File: config.mk
export PLATFORM = sky130hd
export DESIGN_NAME = bitwise_reduce_accum
export DESIGN_NICKNAME = d
export VERILOG_FILES = /design/src/rtl/bitwise_reduce_accum.sv
export SDC_FILE = /design/constraint.sdc
export NUM_CORES = 1
export LEC_CHECK = 0
export ABC_AREA = 1
export CORE_MARGIN = 10
export CORE_UTILIZATION = 31
export DETAILED_ROUTE_END_ITERATION = 8
export GPL_TIMING_DRIVEN = 0
export PLACE_DENSITY = 0.6
export SLEW_MARGIN = 20
export SYNTH_ARGS = -nofsm -noshare
export SYNTH_HDL_FRONTEND = slang
export SYNTH_SLANG_ARGS = --single-unit
File: constraint.sdc
create_clock -name clk -period 3.75 [get_ports clk]
set_input_delay 0.375 -clock clk [delete_from_list [all_inputs] [get_ports clk]]
set_output_delay 0.375 -clock clk [all_outputs]
set_load 0.02 [all_outputs]
File: src/rtl/bitwise_reduce_accum.sv
// Multi-channel bitwise reduction engine (OR/AND/XOR) folded over a programmed
// number of beats, with a start front end and a valid/ready result port.
`timescale 1ns/1ps

module bitwise_reduce_accum #(
   parameter int WIDTH    = 8,
   parameter int CHANNELS = 3,
   parameter int LEN_W    = 4
) (
   input  logic                      clk,
   input  logic                      rst_n,
   input  logic                      start,
   input  logic [1:0]                mode,
   input  logic [LEN_W-1:0]          len,
   input  logic                      in_valid,
   output logic                      in_ready,
   input  logic [CHANNELS*WIDTH-1:0] in_data,
   output logic                      out_valid,
   input  logic                      out_ready,
   output logic [WIDTH-1:0]          result,
   output logic                      busy,
   output logic [LEN_W-1:0]          beat_cnt
);

   typedef enum logic [1:0] {
      S_IDLE  = 2'd0,
      S_ACCUM = 2'd1,
      S_DONE  = 2'd2
   } state_t;

   localparam logic [1:0] MODE_AND = 2'b01;
   localparam logic [1:0] MODE_XOR = 2'b10;

   // Reserved mode 11 behaves as OR.
   function automatic logic [WIDTH-1:0] f_op(input logic [1:0]       m,
                                             input logic [WIDTH-1:0] a,
                                             input logic [WIDTH-1:0] b);
      case (m)
         MODE_AND: f_op = a & b;
         MODE_XOR: f_op = a ^ b;
         default:  f_op = a | b;
      endcase
   endfunction

   function automatic logic [WIDTH-1:0] f_identity(input logic [1:0] m);
      f_identity = (m == MODE_AND) ? {WIDTH{1'b1}} : {WIDTH{1'b0}};
   endfunction

   state_t           r_state;
   state_t           w_state_next;
   logic [1:0]       r_mode;
   logic [LEN_W-1:0] r_len;
   logic [WIDTH-1:0] r_acc;
   logic [WIDTH-1:0] r_result;
   logic [LEN_W-1:0] r_beat_cnt;

   logic [WIDTH-1:0] w_beat_red;
   logic [WIDTH-1:0] w_fold;
   logic [LEN_W-1:0] w_cnt_next;
   logic             w_accept;
   logic             w_last;

   always_comb begin
      w_beat_red = in_data[0 +: WIDTH];
      for (int k = 1; k < CHANNELS; k++) begin
         w_beat_red = f_op(r_mode, w_beat_red, in_data[k*WIDTH +: WIDTH]);
      end
   end

   assign w_accept   = in_valid && (r_state == S_ACCUM);
   assign w_fold     = f_op(r_mode, r_acc, w_beat_red);
   assign w_cnt_next = r_beat_cnt + LEN_W'(1);
   assign w_last     = w_accept && (w_cnt_next == r_len);

   // NOTE: sequential state uses non-blocking assignments so every register
   // samples pre-edge values regardless of block ordering.
   always_ff @(posedge clk or negedge rst_n) begin
      if (!rst_n) r_state <= S_IDLE;
      else        r_state <= w_state_next;
   end

   // NOTE: next state is defaulted first so no path leaves it unassigned,
   // which would otherwise infer a latch.
   always_comb begin
      w_state_next = r_state;
      case (r_state)
         S_IDLE: begin
            if (start) w_state_next = (len != '0) ? S_ACCUM : S_DONE;
         end
         S_ACCUM: begin
            if (w_last) w_state_next = S_DONE;
         end
         S_DONE: begin
            if (out_ready) w_state_next = S_IDLE;
         end
         default: w_state_next = S_IDLE;
      endcase
   end

   always_ff @(posedge clk or negedge rst_n) begin
      if (!rst_n) begin
         r_mode     <= 2'b00;
         r_len      <= '0;
         r_acc      <= '0;
         r_result   <= '0;
         r_beat_cnt <= '0;
      end else begin
         case (r_state)
            S_IDLE: begin
               if (start) begin
                  r_mode     <= mode;
                  r_len      <= len;
                  r_acc      <= f_identity(mode);
                  r_beat_cnt <= '0;
                  if (len == '0) r_result <= f_identity(mode);
               end
            end
            S_ACCUM: begin
               if (w_accept) begin
                  r_acc      <= w_fold;
                  r_beat_cnt <= w_cnt_next;
                  if (w_last) r_result <= w_fold;
               end
            end
            default: ;
         endcase
      end
   end

   // Handshake outputs are pure decodes of the state register.
   assign in_ready  = (r_state == S_ACCUM);
   assign out_valid = (r_state == S_DONE);
   assign busy      = (r_state != S_IDLE);
   assign result    = r_result;
   assign beat_cnt  = r_beat_cnt;

endmodule

== After elaboration in Yosys (flattened, before gate mapping) ==
Cells that the tools add are included.
Storage, ports and cells
  ROM bits: 0
  memories kept: 0
  register bits after elaboration: 28
  input port bits: 35
  latch bits: 0
  output and inout bits: 15
  memory bits (writable): 0
Operators by class
  divide/modulo/power cells: 0
  shift operators: 0
  $mul: 0
  muxes and demuxes: 20
  bitwise gates (word level): 9
  eq/ne operators: 11
  add/subtract/negate cells: 1
  reductions and logical operators: 11
  $lt $le $gt $ge: 0
Operator list (count)
  8-bit one-hot mux with 2 select lines: 5
  8-bit 2-to-1 mux: 7
  8-bit bitwise AND: 3
  8-bit OR: 3
  8-bit bitwise XOR: 3
  2-bit 2-to-1 mux: 4
  4-bit 2-to-1 mux: 2
  4-bit one-hot mux with 2 select lines: 1
  2-bit by 1-bit equality test with 1-bit output, second input constant: 3
  2-bit by 1-bit inequality test with 1-bit output, second input constant: 3
  2-bit one-hot mux with 3 select lines: 1
  3-bit AND reduction: 2
  5-bit AND reduction: 1
  4-bit by 1-bit adder with 4-bit output, second input constant: 1
  2-bit equality test, second input constant: 2
  4-bit equality test: 1
  4-bit zero test: 1
  2-bit inequality test, second input constant: 2
  2-bit nonzero test: 2
  4-bit nonzero test: 1
  1-bit logical AND: 2
  2-bit zero test: 1
  2-bit AND reduction: 1

== Logic depth before layout (Yosys ltp) ==
  depth in word-level cells: 9
  mapped depth: 18
  gate-level depth less buffers: 16

== Worst setup path after synthesis ==
Ideal clock, no wire load.
  path type: reg-to-reg
  start: register r_mode[0]
  end: register r_result[3], in the netlist result[3]
  clock period less this slack: 2.925 ns
  cell stages (with the launch flop): 16
  arrival time: 2.808 ns
  buffers on the path: 2
  path slack: 0.825 ns
  cells stage by stage: dfrtp_1 > inv_1 > ha_1 > buf_2 > buf_2 > a221o_1 > o21ai_0 > ha_1 > a221o_1 > o21ai_0 > ha_1 > a22o_1 > o21ai_0 > nand2_1 > nand3_1 > nand2_1
Between the ends
  cells in the longest elaborated chain, start to end: 9
  elaborated cells on any way between the ends: 14
  those cells by class: eq/ne: 2; mux: 6; bitwise: 6
Ends and longest elaborated chain
  start, declared: RTL line 51  | logic [1:0] r_mode;
  start signal, assigned: RTL line 111  | r_mode <= mode;
  2-bit equality test or 2-bit by 1-bit equality test with 1-bit output (tied branches): RTL line 38  | case (m)
  8-bit one-hot mux with 2 select lines: RTL line 38
  8-bit OR, or another cell as far along: RTL line 41  | default: f_op = a | b;
  8-bit one-hot mux with 2 select lines: RTL line 38
  8-bit OR, or another cell as far along: RTL line 41
  8-bit one-hot mux with 2 select lines (*): RTL line 38
  8-bit 2-to-1 mux (*): RTL line 122  | if (w_last) r_result <= w_fold;
  8-bit 2-to-1 mux (*): RTL line 119  | if (w_accept) begin
  8-bit one-hot mux with 2 select lines (*): RTL line 108  | case (r_state)
  end signal, assigned: RTL line 115  | if (len == '0) r_result <= f_identity(mode);
  end signal, assigned: RTL line 122
  end, declared: RTL line 54  | logic [WIDTH-1:0] r_result;
Every way passes the cells marked *; elsewhere a longest branch is shown, timed or not. The select of a mux whose other input is x is not followed.
A chain may end at the register's enable or synchronous reset.

== Worst setup path in the final report ==
  start: register r_mode[0]
  end: register r_acc[3]
Between the ends
  cells in the longest elaborated chain, start to end: 8
  elaborated cells on any way between the ends: 13
  those cells by class: eq/ne: 2; mux: 5; bitwise: 6
Ends and longest elaborated chain
  2-bit equality test or 2-bit by 1-bit equality test with 1-bit output (tied branches): RTL line 38
  8-bit one-hot mux with 2 select lines: RTL line 38
  8-bit OR, or another cell as far along: RTL line 41
  8-bit one-hot mux with 2 select lines: RTL line 38
  8-bit OR, or another cell as far along: RTL line 41
  8-bit one-hot mux with 2 select lines (*): RTL line 38
  8-bit 2-to-1 mux (*): RTL line 119
  8-bit one-hot mux with 2 select lines (*): RTL line 108
  end signal, assigned: RTL line 113  | r_acc <= f_identity(mode);
  end signal, assigned: RTL line 120  | r_acc <= w_fold;
  end, declared: RTL line 53  | logic [WIDTH-1:0] r_acc;
Marks and branches as above.

==> metrics.csv <==
stage,metric,value,unit
synthesis,yosysWarnings,0,
critical_path,crit_arrival,3.43,ns
pwr,p_per_area,781,mW/mm2
finish,stdcell_count,507,
die,die_area,0.0129,mm2
cts,cts.path.max_buffers,2,
synthesis,synthCells,346,
timing,drv_slew,0,
timing,hold_violations,0,
place,hpwl,4870,um
routing,via_count,2330,
routing,wl_met2,2840,um
die,fp-row-count,34,
pwr,irDropWorstVdd,0.224,mV
die,ios,50,
routing,viasPerCell,4.60,
routing,met1_length,2850,um
die,die_x,114,um
routing,wl_met3,274,um
cts,clk_latency,0.28,ns
finish,drive_gt1_share,9.77,%
synthesis,netlist_area,0.00272,mm2
synthesis,ys_seq_area_share,25.8,%
critical_path,setup.worst_path.start_class,register,
place,place.gp.congestion,0.769,
finish,diodes,0,
cts,cts_buffers,3,
synthesis,synthDistinctLibCells,29,
cts,root_buffer,clkbuf_8,
routing,drtAntennaViolNets,0,
die,fp.dieH,114,um
cts,post_cts_buffers,0,
finish,area_delta_synth_final,25.5,%
timing,rsz0062_at_grt,false,
die,start_util,31.5,%
flow_run,maxCapViolations,0,
timing,fin_crit_sh,87.0,%
pwr,p_leak,1.82,nW
routing,drc,0,
timing,finClkSkew,0.00783,ns
critical_path,critical_path.endpoint_type,register,
global_routing,antenna_found_initial,0,
timing,max_freq,0.307,GHz
cts,numClockSinks,28,
routing,drt_iter0_drc,125,
critical_path,cp_max_fo,10,
routing,dr.max_layer_used,met4,
cts,htreeDepth,1,
routing,dr.pass1.iters,4,
finish,final_net_count,486,
synthesis,synth_area_leaders,"dfrtp_1 (26%), ha_1 (23%), inv_1 (12%)",
timing,relSlewSlack,57.3,%
critical_path,crit_type,register to register,
synthesis,synth_top_area_share,25.8,%
cts,cts_tree,done,
global_routing,groute.usage.overall,9.38,%
cts,path_clk_slew,0.10,ns
place,port-buffer-count,49,
die,core_area,0.00864,mm2
timing,tightest_slew,0.640,ns
timing,setup_violations,0,
synthesis,ys_seq_elements,28,
cts,postCtsHoldBufs,0,
place,placed_cells,503,
timing,fin_setup_tns,0,ns
global_routing,grt_overflow,0,
synthesis,avgSynthCellArea,7.85,um2
global_routing,grt_pass1_wl,10400,um
worst_hold_path,min_path_type,input port to async pin,
global_routing,grt_max_degree,29,
synthesis,synth.net_count,432,
routing,wirelength,6040,um
global_routing,grt_pass1_vias,2378,
routing,avgRoutedWirePerCell,11.9,um
critical_path,cp.required,3.92,ns
synthesis,yosys.area.top_type,dfrtp_1,
timing,period_minus_slack,3.26,ns
outcome,status,completed,
cts,cts_resized,0,
==> worst paths after layout <==
path                                            start                      end  slack (ns)  depth (start not counted)
worst min register to register  result[0]$_DFFE_PN0P_    result[0]$_DFFE_PN0P_        0.50                          2
min in group clk                result[0]$_DFFE_PN0P_    result[0]$_DFFE_PN0P_        0.50                          2
worst max-delay path            r_mode[0]$_DFFE_PN0P_     r_acc[3]$_DFFE_PN0P_        0.49                         15
max in group asynchronous                       rst_n  beat_cnt[2]$_DFFE_PN0P_        3.22                          1
worst min-delay path                            rst_n     r_acc[3]$_DFFE_PN0P_        0.10                          1
worst max register to register  r_mode[0]$_DFFE_PN0P_     r_acc[3]$_DFFE_PN0P_        0.49                         15
==> cell usage after synthesis <==
cell type / n
nand2_1: 52
clkbuf_2: 1
nand3b_1: 1
inv_1: 84
clkbuf_1: 3
nand2_8: 2
nand3_1: 16
nand4_1: 2
o21ai_0: 37
a21oi_1: 10
ha_1: 51
buf_8: 1
a22o_1: 5
nand2_4: 3
dfrtp_1: 28
clkinv_4: 1
nand3_2: 2
mux2_2: 1
nor2_8: 1
a221o_1: 16
o22ai_1: 1
buf_4: 1
nor2_4: 1
inv_4: 1
buf_2: 7
nand2_2: 11
o21ai_1: 2
nor2_1: 4
inv_2: 1
==> worst max-delay path: stages (launching register included) <==
cell and delay [ns]:
dfrtp_1 0.36, inv_1 0.06, ha_1 0.31, buf_2 0.20, buf_2 0.21, a221o_1 0.27, o21ai_0 0.12, ha_1 0.29
a221o_1 0.34, o21ai_0 0.11, ha_1 0.28, a22o_1 0.22, o21ai_0 0.14, nand2_1 0.10, nand2_1 0.06, o21ai_0 0.08
==> cells in the final DEF (no fill, tap or decap), types with 10 or more instances in the layout <==
| cell | synthesis | layout |
|---|---|---|
| nand3_1 | 16 | 16 |
| o21ai_0 | 37 | 37 |
| a21oi_1 | 10 | 10 |
| nand2_1 | 52 | 52 |
| inv_1 | 84 | 84 |
| dfrtp_1 | 28 | 28 |
| nand2_2 | 11 | 11 |
| clkdlybuf4s50_1 | 0 | 48 |
| ha_1 | 51 | 51 |
| a221o_1 | 16 | 16 |
==> per-stage QoR <==
step	power (mW)	hold slack [ns]	cell area, um2	setup slack, ns	utilization (%)
after CTS	2.71	0.130	3410	0.466	39.5
after floorplan	1.92	0.0794	2720	0.825	-
after global routing	2.99	0.148	3410	0.287	39.5
final	2.66	0.104	3410	0.489	39.5
after global placement	2.40	0.470	3340	0.400	38.7
after detailed placement	2.46	0.449	3340	0.353	38.7
==> flip-flops by register name (all words and copies together), names as in the netlist <==
| signal | flops |
|---|---|
| r_len | 4 |
| beat_cnt | 4 |
| r_acc | 8 |
| result | 8 |
| r_state | 2 |
| r_mode | 2 |
==> per-layer routing <==
metal	vias to the layer above	track usage, %
li1	1208	-
met1	1075	11.3
met2	43	16.3
met3	4	1.47
met4	0	3.64
met5	-	0
==> layout make-up <==
type                            instances  area, um2
Fill cell                             874       5230
Multi-Input combinational cell        218       1610
Sequential cell                        28        701
Timing Repair Buffer                   49        485
Inverter                               87        334
Tap cell                              108        135
Buffer                                 13       73.8
Clock buffer                            3       41.3
Clock inverter                          1       30.0
==> cell families after synthesis <==
kind of cell / count (synthesis) / synth area share, %
multiplexers: 1 / 0.414
buffers and inverters: 100 / 15.0
AND/OR/NAND/NOR: 95 / 18.6
flip-flops: 28 / 25.8
AO/OA/AOI/OAI: 71 / 16.8
adder cells (fa/ha/maj): 51 / 23.5
==> power breakdown <==
| part | internal (mW) | total (mW) | leakage (nW) | switching, mW |
|---|---|---|---|---|
| clock network | 0.143 | 0.240 | 0.0357 | 0.0967 |
| registers | 0.425 | 0.520 | 0.358 | 0.0950 |
| logic | 0.776 | 1.90 | 1.43 | 1.13 |
No activity file was read; power rests on OpenSTA's default activity.
